[src/rtl/bounce_gen_pkg.sv]
// Shared definitions for the bouncy-button waveform generator:
// FSM state encoding, LFSR tap mask, default seed and LFSR helper functions.
package bounce_gen_pkg;

  typedef enum logic [2:0] {
    IDLE       = 3'd0,
    BOUNCE_IN  = 3'd1,
    HOLD       = 3'd2,
    BOUNCE_OUT = 3'd3,
    DONE       = 3'd4
  } bounce_state_t;

  // Galois tap mask for x^8 + x^6 + x^5 + x^4 + 1 (right-shifting form).
  localparam logic [7:0] LFSR_TAPS    = 8'hB8;
  localparam logic [7:0] DEFAULT_SEED = 8'hA5;

  // An all-zero LFSR would lock up, so a zero seed is replaced by 1.
  function automatic logic [7:0] fix_seed(input logic [7:0] seed);
    fix_seed = (seed == 8'h00) ? 8'h01 : seed;
  endfunction

  // One step of the Galois LFSR.
  function automatic logic [7:0] lfsr_next(input logic [7:0] cur);
    lfsr_next = cur[0] ? ((cur >> 1) ^ LFSR_TAPS) : (cur >> 1);
  endfunction

endpackage

[src/rtl/bounce_lfsr.sv]
// 8-bit Galois LFSR used to randomise bounce segment lengths.
// Only present in builds with BUTTON_BOUNCE_GEN_RANDOM_EN defined; the
// deterministic build has no LFSR at all.
`ifdef BUTTON_BOUNCE_GEN_RANDOM_EN
module bounce_lfsr
  import bounce_gen_pkg::*;
#(
  parameter logic [7:0] SEED = DEFAULT_SEED
) (
  input  logic       logicclk,
  input  logic       clr,
  input  logic       enable,
  input  logic       load,
  output logic [7:0] state
);

  localparam logic [7:0] SEED_EFF = fix_seed(SEED);

  // Seed on reset or explicit load, otherwise step while enabled.
  always_ff @(posedge logicclk or posedge clr) begin
    if (clr) begin
      state <= SEED_EFF;
    end else if (load) begin
      state <= SEED_EFF;
    end else if (enable) begin
      state <= lfsr_next(state);
    end else begin
      state <= state;
    end
  end

endmodule
`endif

[src/rtl/button_bounce_gen.sv]
// Bouncy-button waveform generator: press-bounce burst, clean hold,
// release-bounce burst, then a one-cycle done pulse. Drives the raw input
// of the keypad debouncer for self-test and loopback.
// Optional feature macro: BUTTON_BOUNCE_GEN_RANDOM_EN (random segment lengths
// from an 8-bit LFSR); without it every bounce segment is one cycle long.
module button_bounce_gen
  import bounce_gen_pkg::*;
#(
  parameter int         HOLD_W    = 8,
  parameter int         BCNT_W    = 4,
  parameter int         GAP_W     = 3,
  parameter logic [7:0] LFSR_SEED = DEFAULT_SEED
) (
  input  logic              logicclk,
  input  logic              clr,
  input  logic              start,
  input  logic [HOLD_W-1:0] hold_len,
  input  logic [BCNT_W-1:0] bounce_cnt,
  output logic              button_out,
  output logic              busy,
  output logic              done,
  output logic              overrun
);

  localparam logic [BCNT_W:0]   GLITCH_ONE = {{BCNT_W{1'b0}}, 1'b1};
  localparam logic [HOLD_W-1:0] HOLD_ONE   = {{(HOLD_W-1){1'b0}}, 1'b1};
  localparam logic [HOLD_W-1:0] HOLD_ZERO  = {HOLD_W{1'b0}};
  localparam logic [BCNT_W-1:0] BCNT_ZERO  = {BCNT_W{1'b0}};
  localparam logic [BCNT_W:0]   GLITCH_ZERO = {(BCNT_W+1){1'b0}};
  localparam logic [GAP_W:0]    SEG_ZERO   = {(GAP_W+1){1'b0}};
  localparam logic [GAP_W:0]    SEG_ONE    = {{GAP_W{1'b0}}, 1'b1};

  bounce_state_t     state_r;
  logic [BCNT_W-1:0] n_r;           // latched glitch count
  logic [HOLD_W-1:0] hold_r;        // latched hold length
  logic [GAP_W:0]    seg_cnt_r;     // cycles left in current segment
  logic [BCNT_W:0]   glitch_cnt_r;  // segments left in current burst
  logic [HOLD_W-1:0] hold_cnt_r;    // cycles left in hold

  logic [GAP_W:0]    seg_len_m1_s;  // length of a newly starting segment, minus one
  logic [BCNT_W:0]   glitch_init_s;
  logic [BCNT_W:0]   glitch_lat_s;
  logic [HOLD_W-1:0] hold_init_s;
  logic [HOLD_W-1:0] hold_lat_s;

`ifdef BUTTON_BOUNCE_GEN_RANDOM_EN
  logic [7:0]       lfsr_s;
  logic [7-GAP_W:0] lfsr_unused_s;

  bounce_lfsr #(
    .SEED(LFSR_SEED)
  ) u_lfsr (
    .logicclk(logicclk),
    .clr     (clr),
    .enable  (busy),
    .load    (1'b0),
    .state   (lfsr_s)
  );

  assign seg_len_m1_s  = {1'b0, lfsr_s[GAP_W-1:0]};
  assign lfsr_unused_s = lfsr_s[7:GAP_W];
`else
  logic [7:0] lfsr_seed_unused_s;

  assign seg_len_m1_s       = SEG_ZERO;
  assign lfsr_seed_unused_s = LFSR_SEED;
`endif

  // Reload values: 2N-1 further segments after the first, max(hold,1)-1 further hold cycles.
  always_comb begin
    glitch_init_s = {bounce_cnt, 1'b0} - GLITCH_ONE;
    glitch_lat_s  = {n_r, 1'b0} - GLITCH_ONE;
    if (hold_len == HOLD_ZERO) begin
      hold_init_s = HOLD_ZERO;
    end else begin
      hold_init_s = hold_len - HOLD_ONE;
    end
    if (hold_r == HOLD_ZERO) begin
      hold_lat_s = HOLD_ZERO;
    end else begin
      hold_lat_s = hold_r - HOLD_ONE;
    end
  end

  // Waveform sequencer with registered button level, busy, done and overrun.
  always_ff @(posedge logicclk or posedge clr) begin
    if (clr) begin
      state_r      <= IDLE;
      n_r          <= BCNT_ZERO;
      hold_r       <= HOLD_ZERO;
      seg_cnt_r    <= SEG_ZERO;
      glitch_cnt_r <= GLITCH_ZERO;
      hold_cnt_r   <= HOLD_ZERO;
      button_out   <= 1'b0;
      busy         <= 1'b0;
      done         <= 1'b0;
      overrun      <= 1'b0;
    end else begin
      case (state_r)
        IDLE: begin
          done <= 1'b0;
          if (start) begin
            n_r        <= bounce_cnt;
            hold_r     <= hold_len;
            overrun    <= 1'b0;
            busy       <= 1'b1;
            button_out <= 1'b1;
            if (bounce_cnt == BCNT_ZERO) begin
              state_r    <= HOLD;
              hold_cnt_r <= hold_init_s;
            end else begin
              state_r      <= BOUNCE_IN;
              glitch_cnt_r <= glitch_init_s;
              seg_cnt_r    <= seg_len_m1_s;
            end
          end else begin
            state_r    <= IDLE;
            busy       <= 1'b0;
            button_out <= 1'b0;
          end
        end

        BOUNCE_IN: begin
          if (start) begin
            overrun <= 1'b1;
          end else begin
            overrun <= overrun;
          end
          if (seg_cnt_r != SEG_ZERO) begin
            seg_cnt_r <= seg_cnt_r - SEG_ONE;
          end else if (glitch_cnt_r != GLITCH_ZERO) begin
            glitch_cnt_r <= glitch_cnt_r - GLITCH_ONE;
            button_out   <= ~button_out;
            seg_cnt_r    <= seg_len_m1_s;
          end else begin
            state_r    <= HOLD;
            button_out <= 1'b1;
            hold_cnt_r <= hold_lat_s;
          end
        end

        HOLD: begin
          if (start) begin
            overrun <= 1'b1;
          end else begin
            overrun <= overrun;
          end
          if (hold_cnt_r != HOLD_ZERO) begin
            hold_cnt_r <= hold_cnt_r - HOLD_ONE;
          end else if (n_r == BCNT_ZERO) begin
            state_r    <= DONE;
            button_out <= 1'b0;
            busy       <= 1'b0;
            done       <= 1'b1;
          end else begin
            state_r      <= BOUNCE_OUT;
            button_out   <= 1'b0;
            glitch_cnt_r <= glitch_lat_s;
            seg_cnt_r    <= seg_len_m1_s;
          end
        end

        BOUNCE_OUT: begin
          if (start) begin
            overrun <= 1'b1;
          end else begin
            overrun <= overrun;
          end
          if (seg_cnt_r != SEG_ZERO) begin
            seg_cnt_r <= seg_cnt_r - SEG_ONE;
          end else if (glitch_cnt_r != GLITCH_ZERO) begin
            glitch_cnt_r <= glitch_cnt_r - GLITCH_ONE;
            button_out   <= ~button_out;
            seg_cnt_r    <= seg_len_m1_s;
          end else begin
            state_r    <= DONE;
            button_out <= 1'b0;
            busy       <= 1'b0;
            done       <= 1'b1;
          end
        end

        DONE: begin
          // A start seen here is neither accepted nor flagged as overrun.
          state_r    <= IDLE;
          done       <= 1'b0;
          busy       <= 1'b0;
          button_out <= 1'b0;
        end

        default: begin
          state_r    <= IDLE;
          button_out <= 1'b0;
          busy       <= 1'b0;
          done       <= 1'b0;
        end
      endcase
    end
  end

endmodule

[config.mk]
export PLATFORM = sky130hd
export DESIGN_NAME = button_bounce_gen
export DESIGN_NICKNAME = d
export VERILOG_FILES = /design/src/rtl/bounce_gen_pkg.sv /design/src/rtl/bounce_lfsr.sv /design/src/rtl/button_bounce_gen.sv
export SDC_FILE = /design/constraint.sdc
export NUM_CORES = 1
export LEC_CHECK = 0
export ABC_AREA = 1
export CAP_MARGIN = 20
export CORE_ASPECT_RATIO = 1.5
export CORE_MARGIN = 4
export CORE_UTILIZATION = 56
export DETAILED_ROUTE_END_ITERATION = 12
export HOLD_SLACK_MARGIN = 0.03
export PLACE_DENSITY = 0.75
export REMOVE_ABC_BUFFERS = 1
export SYNTH_ARGS = -nofsm -noshare
export SYNTH_HDL_FRONTEND = slang
export SYNTH_SLANG_ARGS = --single-unit
[constraint.sdc]
create_clock -name logicclk -period 4.14 [get_ports logicclk]
set_input_delay 0.414 -clock logicclk [delete_from_list [all_inputs] [get_ports logicclk]]
set_output_delay 0.414 -clock logicclk [all_outputs]
set_load 0.03 [all_outputs]
==> metrics.cfg, run 1 <==
[yosys]
synth_top_cell_by_area=dfrtp_1
syn_area_per_cell_um2=6.80
yosysWarnings=0
synth_most_common_cell=nand2_1
synth_fa_ha_area_share_pct=5.78
async_reset_ff_share_pct=100
yosys-top-cells-area=dfrtp_1 35%, nand2_1 19%, nand3_1 8.9%, inv_1 7.1%, ha_1 5.8%
synth_top_family_by_area=simple AND/OR/NAND/NOR gates
synth.distinct_cells=30
ys_ff_latch=36
synth_common_cells=129 x nand2_1, 49 x inv_1, 46 x nand3_1, 36 x dfrtp_1, 28 x nor2_1
synth_edf_count=0
synth_top_area_share_pct=34.7
ys_seq_area_share_pct=34.7
synthXorXnorAreaFrac_pct=3.04
synth_compound_area_share_pct=7.52
ys.flop_type=dfrtp_1
syn_inst=382
synth_area_um2=2600
synth_simple_gate_area_share_pct=40.8
synthMuxAreaShare_pct=0

[die]
initial_utilization_pct=57.6
dieArea_um2=5810
coreArea_um2=4500
die_h_um=91.4
boundaryPins=19
die_x_um=63.6
rows=30

[critical_path]
path_max_fanout=8
critPathLaunchType=input port
setup.worst_path.end_class=flop
r2r_cells=9
reg2reg_to=glitch_cnt_r[4]
required_ns=4.38
r2r_setup_slack_ns=2.45
r2r-start=state_r[2]
crit_type=in2reg
worstPathArrival_ns=2.02

[timing]
setup_ws_ns=2.36
slew_headroom_pct=67.9
finClkSkew_ns=0.00647
max_freq_mhz=561
fin_setup_tns_ns=0
rsz0062_at_grt=false
setup-violations-final=0
final_hold_viol_count=0
period_needed_ns=1.78
drv_slew=0
tightest_slew_ns=0.482
whs_ns=0.479
period_share_pct=43.1

[final_layout]
fin_nets=432
multi_input_area_um2=1480
fill_cells=402
fin_area_um2=2940
drive_gt1_share_pct=9.11
syn_to_final_growth_pct=13.3
seq_area_um2=901
antenna_cells=0

[placed_design]
dp_hpwl_um=4750
io_buffers=18
finalWeightedCongestion=0.899
pre_cts_slack_ns=2.06
dpl_cell_area_um2=2830

[pwr]
p_int_w=0.00119
powerDensity_nw_per_um2=786
switchingPower_w=0.00112
p_leak_nw=1.54
swShare_pct=48.4
pwr-share-clk_pct=13.5
ir_drop_uv=530
share_comb_of_total_power_pct=56.8
seqPwrFrac_pct=29.8

[routing]
postRouteAntennaNets=0
num_vias=2432
wire_per_inst_um=13.4
post-route-drc-count=0
wl_um=6060
first_iter_violations=168
drt_first_pass_iters=4
viasPerCell=5.36

[clock_tree]
clk_latency_ns=0.29
clock-sinks=36
postCtsSetupRepairBufs=0
path_clk_slew_ns=0.08
htree_num_levels=2
cts_tree=built
postCtsHoldBufs=0
numCtsBuffers=5
cts_buffer_depth=2
root_buffer=clkbuf_8
cts_resized=0

[job]
drv_cap=0

[global_routing]
grtUsageTotal_pct=22.8
grt_pass1_wl_um=10500
antenna_found_initial=0
grt_max_degree=37
grt_pass1_vias=2395
grt_overflow=0

[worst_hold_path]
holdPathStages=2
holdPathEnd=glitch_cnt_r[1]
min_from=glitch_cnt_r[1]
hold_path.class=reg2reg

[outcome]
status=finished clean

routing by layer:
layer | share of wire [%] | vias to the layer above | global-route usage (%) | wire length (µm)
met2 | 54 | 42 | 41.4 | 3250
met4 | 4.0 | 0 | 11.5 | 245
li1 | - | 1256 | - | -
met3 | 2.9 | 20 | 4.46 | 176
met1 | 39 | 1114 | 24.5 | 2390
met5 | 0 | - | 0 | 0
cell usage in the layout, fill, tap and decap left out, types with 2 or more instances in the layout:
cell type,instances
nand2_1,129
inv_1,49
nand3_1,46
dfrtp_1,36
nor2_1,28
o21ai_0,18
clkdlybuf4s50_1,18
ha_1,12
xor2_1,7
nand4_1,7
nor2_2,6
nand2_2,5
a21oi_1,5
clkbuf_8,5
inv_2,4
nor2_4,4
o211ai_1,3
or2_2,3
o21ai_1,2
nand3_2,2
nor3_1,2
xnor2_1,2
o21bai_1,2
worst max-delay path, cell delays in order:
cell and delay, ns:
clkdlybuf4s50_1 0.45, inv_1 0.10, ha_1 0.24, nand3_1 0.16
nor2_1 0.08, nor2_2 0.26, nand3_1 0.12, nand3_1 0.09
nand2_1 0.05, nand2_1 0.05
power groups by stage:
| stage | clock network [W] | logic [W] | registers, W |
|---|---|---|---|
| floorplan | 0 | 0.00103 | 0.000666 |
| detailed placement | 0 | 0.00131 | 0.000693 |
| CTS | 0.000316 | 0.00132 | 0.000686 |
| finish | 0.000312 | 0.00131 | 0.000688 |
| global placement | 0 | 0.00128 | 0.000688 |
| global route | 0.000330 | 0.00152 | 0.000714 |
metrics by stage:
step / util (%) / power (W) / cells
5_1_grt: 65.3 / 0.00257 / 454
2_1_floorplan: - / 0.00169 / 379
3_5_place_dp: 62.8 / 0.00200 / 446
6_report: 65.3 / 0.00231 / 454
4_1_cts: 65.3 / 0.00232 / 454
3_3_place_gp: 62.8 / 0.00196 / 446
flip-flops by register name, indices dropped and copies added, names as in the netlist:
signal / count
seg_cnt_r: 4
glitch_cnt_r: 5
overrun: 1
n_r: 4
state_r: 3
button_out: 1
hold_cnt_r: 8
busy: 1
hold_r: 8
done: 1
cells by family after synthesis:
family / after synthesis
adders and majority gates: 12
AOI/OAI and AO/OA: 33
DFF: 36
and+or+nand+nor: 236
buffers and inverters: 56
xor gates and xnor gates: 9
final cells by class:
class | instances | share of cell area, %
multi-input combinational | 290 | 50.4
tap | 48 | 2.04
sequential | 36 | 30.6
inverter | 53 | 6.76
timing repair buffer | 19 | 6.38
clock buffer | 5 | 2.34
clock inverter | 3 | 1.45
how the worst max path moves through the flow:
stage | startpoint | to | slack [ns] | cells after the start
2_1_floorplan | hold_len[0] | hold_cnt_r[7] | 2.73 | 9
3_3_place_gp | hold_len[0] | hold_cnt_r[7] | 2.09 | 10
3_5_place_dp | hold_len[0] | hold_cnt_r[7] | 2.06 | 10
4_1_cts | hold_len[0] | hold_cnt_r[7] | 2.35 | 10
5_1_grt | hold_len[0] | hold_cnt_r[2] | 2.16 | 10
6_report | hold_len[0] | hold_cnt_r[7] | 2.36 | 10
No activity file was read; power rests on OpenSTA's default activity.
==> run 2: changes to the inputs <==
==> constraint.sdc (replaced) <==
create_clock -name logicclk -period 1.8 [get_ports logicclk]
set_input_delay 0.18 -clock logicclk [delete_from_list [all_inputs] [get_ports logicclk]]
set_output_delay 0.18 -clock logicclk [all_outputs]
set_load 0.03 [all_outputs]
==> metrics.cfg, run 2 (synthesized netlist as in run 1, its figures left out) <==
[routing]
post-route-drc-count=0  ; unchanged
first_iter_violations=150  ; was 168
wire_per_inst_um=13.3  ; was 13.4 µm
wl_um=6100  ; was 6060 µm
drt_first_pass_iters=4  ; unchanged
viasPerCell=5.33  ; was 5.36
num_vias=2454  ; was 2432
postRouteAntennaNets=0  ; unchanged

[final_layout]
top_regs=hold_cnt_r x8, hold_r x8, glitch_cnt_r x5  ; unchanged
drive_gt1_share_pct=10.2  ; was 9.11%
fin_nets=438  ; was 432
mostFrequentLayoutCells=129 x nand2_1, 48 x inv_1, 46 x nand3_1, 36 x dfrtp_1, 28 x nor2_1  ; was 129 x nand2_1, 49 x inv_1, 46 x nand3_1, 36 x dfrtp_1, 28 x nor2_1
syn_to_final_growth_pct=14.5  ; was 13.3%
antenna_cells=0  ; unchanged
layout_commonest_cell=nand2_1  ; unchanged

[timing]
finClkSkew_ns=0.00407  ; was 0.00647 ns
setup-violations-final=0  ; unchanged
fin_setup_tns_ns=0  ; unchanged
period_share_pct=92.1
period_needed_ns=1.66
slew_headroom_pct=67.9  ; about the same
whs_ns=0.293  ; was 0.479 ns
max_freq_mhz=603
final_hold_viol_count=0  ; unchanged
drv_slew=0  ; unchanged
tightest_slew_ns=0.481  ; was 0.482 ns
rsz0062_at_grt=false  ; unchanged

[critical_path]
crit_buf_inv=1  ; was 2
path_max_fanout=8  ; unchanged
slowest_stage=dfrtp_1  ; was clkdlybuf4s50_1
r2r_cells=9  ; unchanged
crit_chain=inv_1, ha_1, nand2_1, nand2_1, and2_2, nand2_1, a21oi_4, nand2_1, nand2_1  ; was clkdlybuf4s50_1, inv_1, ha_1, nand3_1, nor2_1, nor2_2, nand3_1, nand3_1, nand2_1, nand2_1
critPathLaunch=seg_cnt_r[0]  ; was hold_len[0]
setup.worst_path.end_class=flop  ; unchanged
crit_type=reg2reg  ; was in2reg
critPathLaunchType=flop  ; was input port
cp_top_family=simple AND/OR/NAND/NOR gates  ; unchanged
crit_path_frequent_cell=nand2_1  ; was nand3_1
crit_cells=9  ; was 10
worstPathArrival_ns=1.89  ; was 2.02 ns
slowest_delay_ns=0.40  ; was 0.45 ns
r2r-start=seg_cnt_r[0]  ; was state_r[2]
required_ns=2.04  ; was 4.38 ns
r2r_setup_slack_ns=0.14  ; was 2.45 ns

[placed_design]
finalWeightedCongestion=0.889  ; was 0.899
io_buffers=18  ; unchanged
dp_hpwl_um=4640  ; was 4750 µm

[die]
boundaryPins=19  ; unchanged
die_x_um=63.6  ; unchanged
initial_utilization_pct=57.6  ; unchanged
dieArea_um2=5810  ; unchanged
die_h_um=91.4  ; unchanged
coreArea_um2=4500  ; unchanged
rows=30  ; unchanged

[clock_tree]
postCtsSetupRepairBufs=0  ; unchanged
htree_num_levels=2  ; unchanged
root_buffer=clkbuf_8  ; unchanged
clock-sinks=36  ; unchanged
numCtsBuffers=5  ; unchanged
path_clk_slew_ns=0.07  ; was 0.08 ns
clk_latency_ns=0.29  ; about the same
cts_buffer_depth=2  ; unchanged
cts_tree=built  ; unchanged

[worst_hold_path]
hold_path.class=in2async  ; was reg2reg

[global_routing]
grt_max_degree=37  ; unchanged
grt_pass1_wl_um=10700  ; was 10500 µm
grt_overflow=0  ; unchanged
antenna_found_initial=0  ; unchanged
grtUsageTotal_pct=23.2  ; was 22.8%
grt_pass1_vias=2505  ; was 2395

[job]
drv_cap=0  ; unchanged

[pwr]
ir_drop_uv=1140  ; was 530 µV
p_leak_nw=1.55  ; was 1.54 nW
powerDensity_nw_per_um2=1780  ; was 786 nW/µm²

[outcome]
status=finished clean  ; unchanged

-- run 2: cell count changes in the layout (fill, tap and decap cells not counted) --
cell and delta:
buf_4 +6, inv_1 -1, clkbuf_8 +1, nand3_4 +1, inv_2 +1, clkinv_2 -1, nand3_2 -1, clkinvlp_4 -1
bufinv_16 -1, clkbuf_1 +2
-- run 2: tightest hold or removal path, stage by stage --
cell             delay (ns)
clkdlybuf4s50_1        0.39
inv_1                  0.05
buf_4                  0.40
-- run 2: worst paths after layout --
kind,end
worst max-delay path,hold_cnt_r[5]
worst min-delay path,hold_r[1]
worst max register to register,hold_cnt_r[5]
worst min register to register,glitch_cnt_r[1]
max in group asynchronous,hold_cnt_r[7]
min in group logicclk,glitch_cnt_r[1]
-- run 2: per-layer routing --
layer / track usage [%] / vias to the layer above / routed length (µm)
li1: - / 1264 / -
met1: 24.2 / 1135 / 2400
met2: 43.5 / 42 / 3400
met3: 4.08 / 13 / 149
met4: 11.0 / 0 / 161
met5: 0 / - / 0
-- run 2: power breakdown --
group          switching [W]  internal [W]
Combinational        0.00193       0.00117
Clock               0.000304      0.000313
Sequential          0.000375       0.00119
Total                0.00261       0.00267
-- run 2: metrics by stage --
| stage | setup WS [ns] | power [W] | area [µm²] | utilization, % | instances |
|---|---|---|---|---|---|
| final | 0.142 | 0.00528 | 2970 | 66.0 | 460 |
| after global routing | 0.00815 | 0.00586 | 2970 | 66.0 | 460 |
| after CTS | 0.129 | 0.00528 | 2970 | 65.8 | 460 |
| after detailed placement | 0.0202 | 0.00465 | 2880 | 63.8 | 452 |
| after global placement | 0.0226 | 0.00458 | 2880 | 63.8 | 452 |
| after floorplan | 0.404 | 0.00389 | 2580 | - | 379 |
-- run 2: what timing repair did --
item / CTS / global route
endpoints found under the setup margin: 0 / 8
hold buffers: 0 / 0
gates resized for setup: 0 / 2
-- run 2: cell type report --
type                       instances  area (µm²)
sequential                        36         901
clock buffer                       8        90.1
timing repair buffer              25         233
multi-input combinational        290        1490
tap                               48        60.1
inverter                          53         199
fill                             411        1530
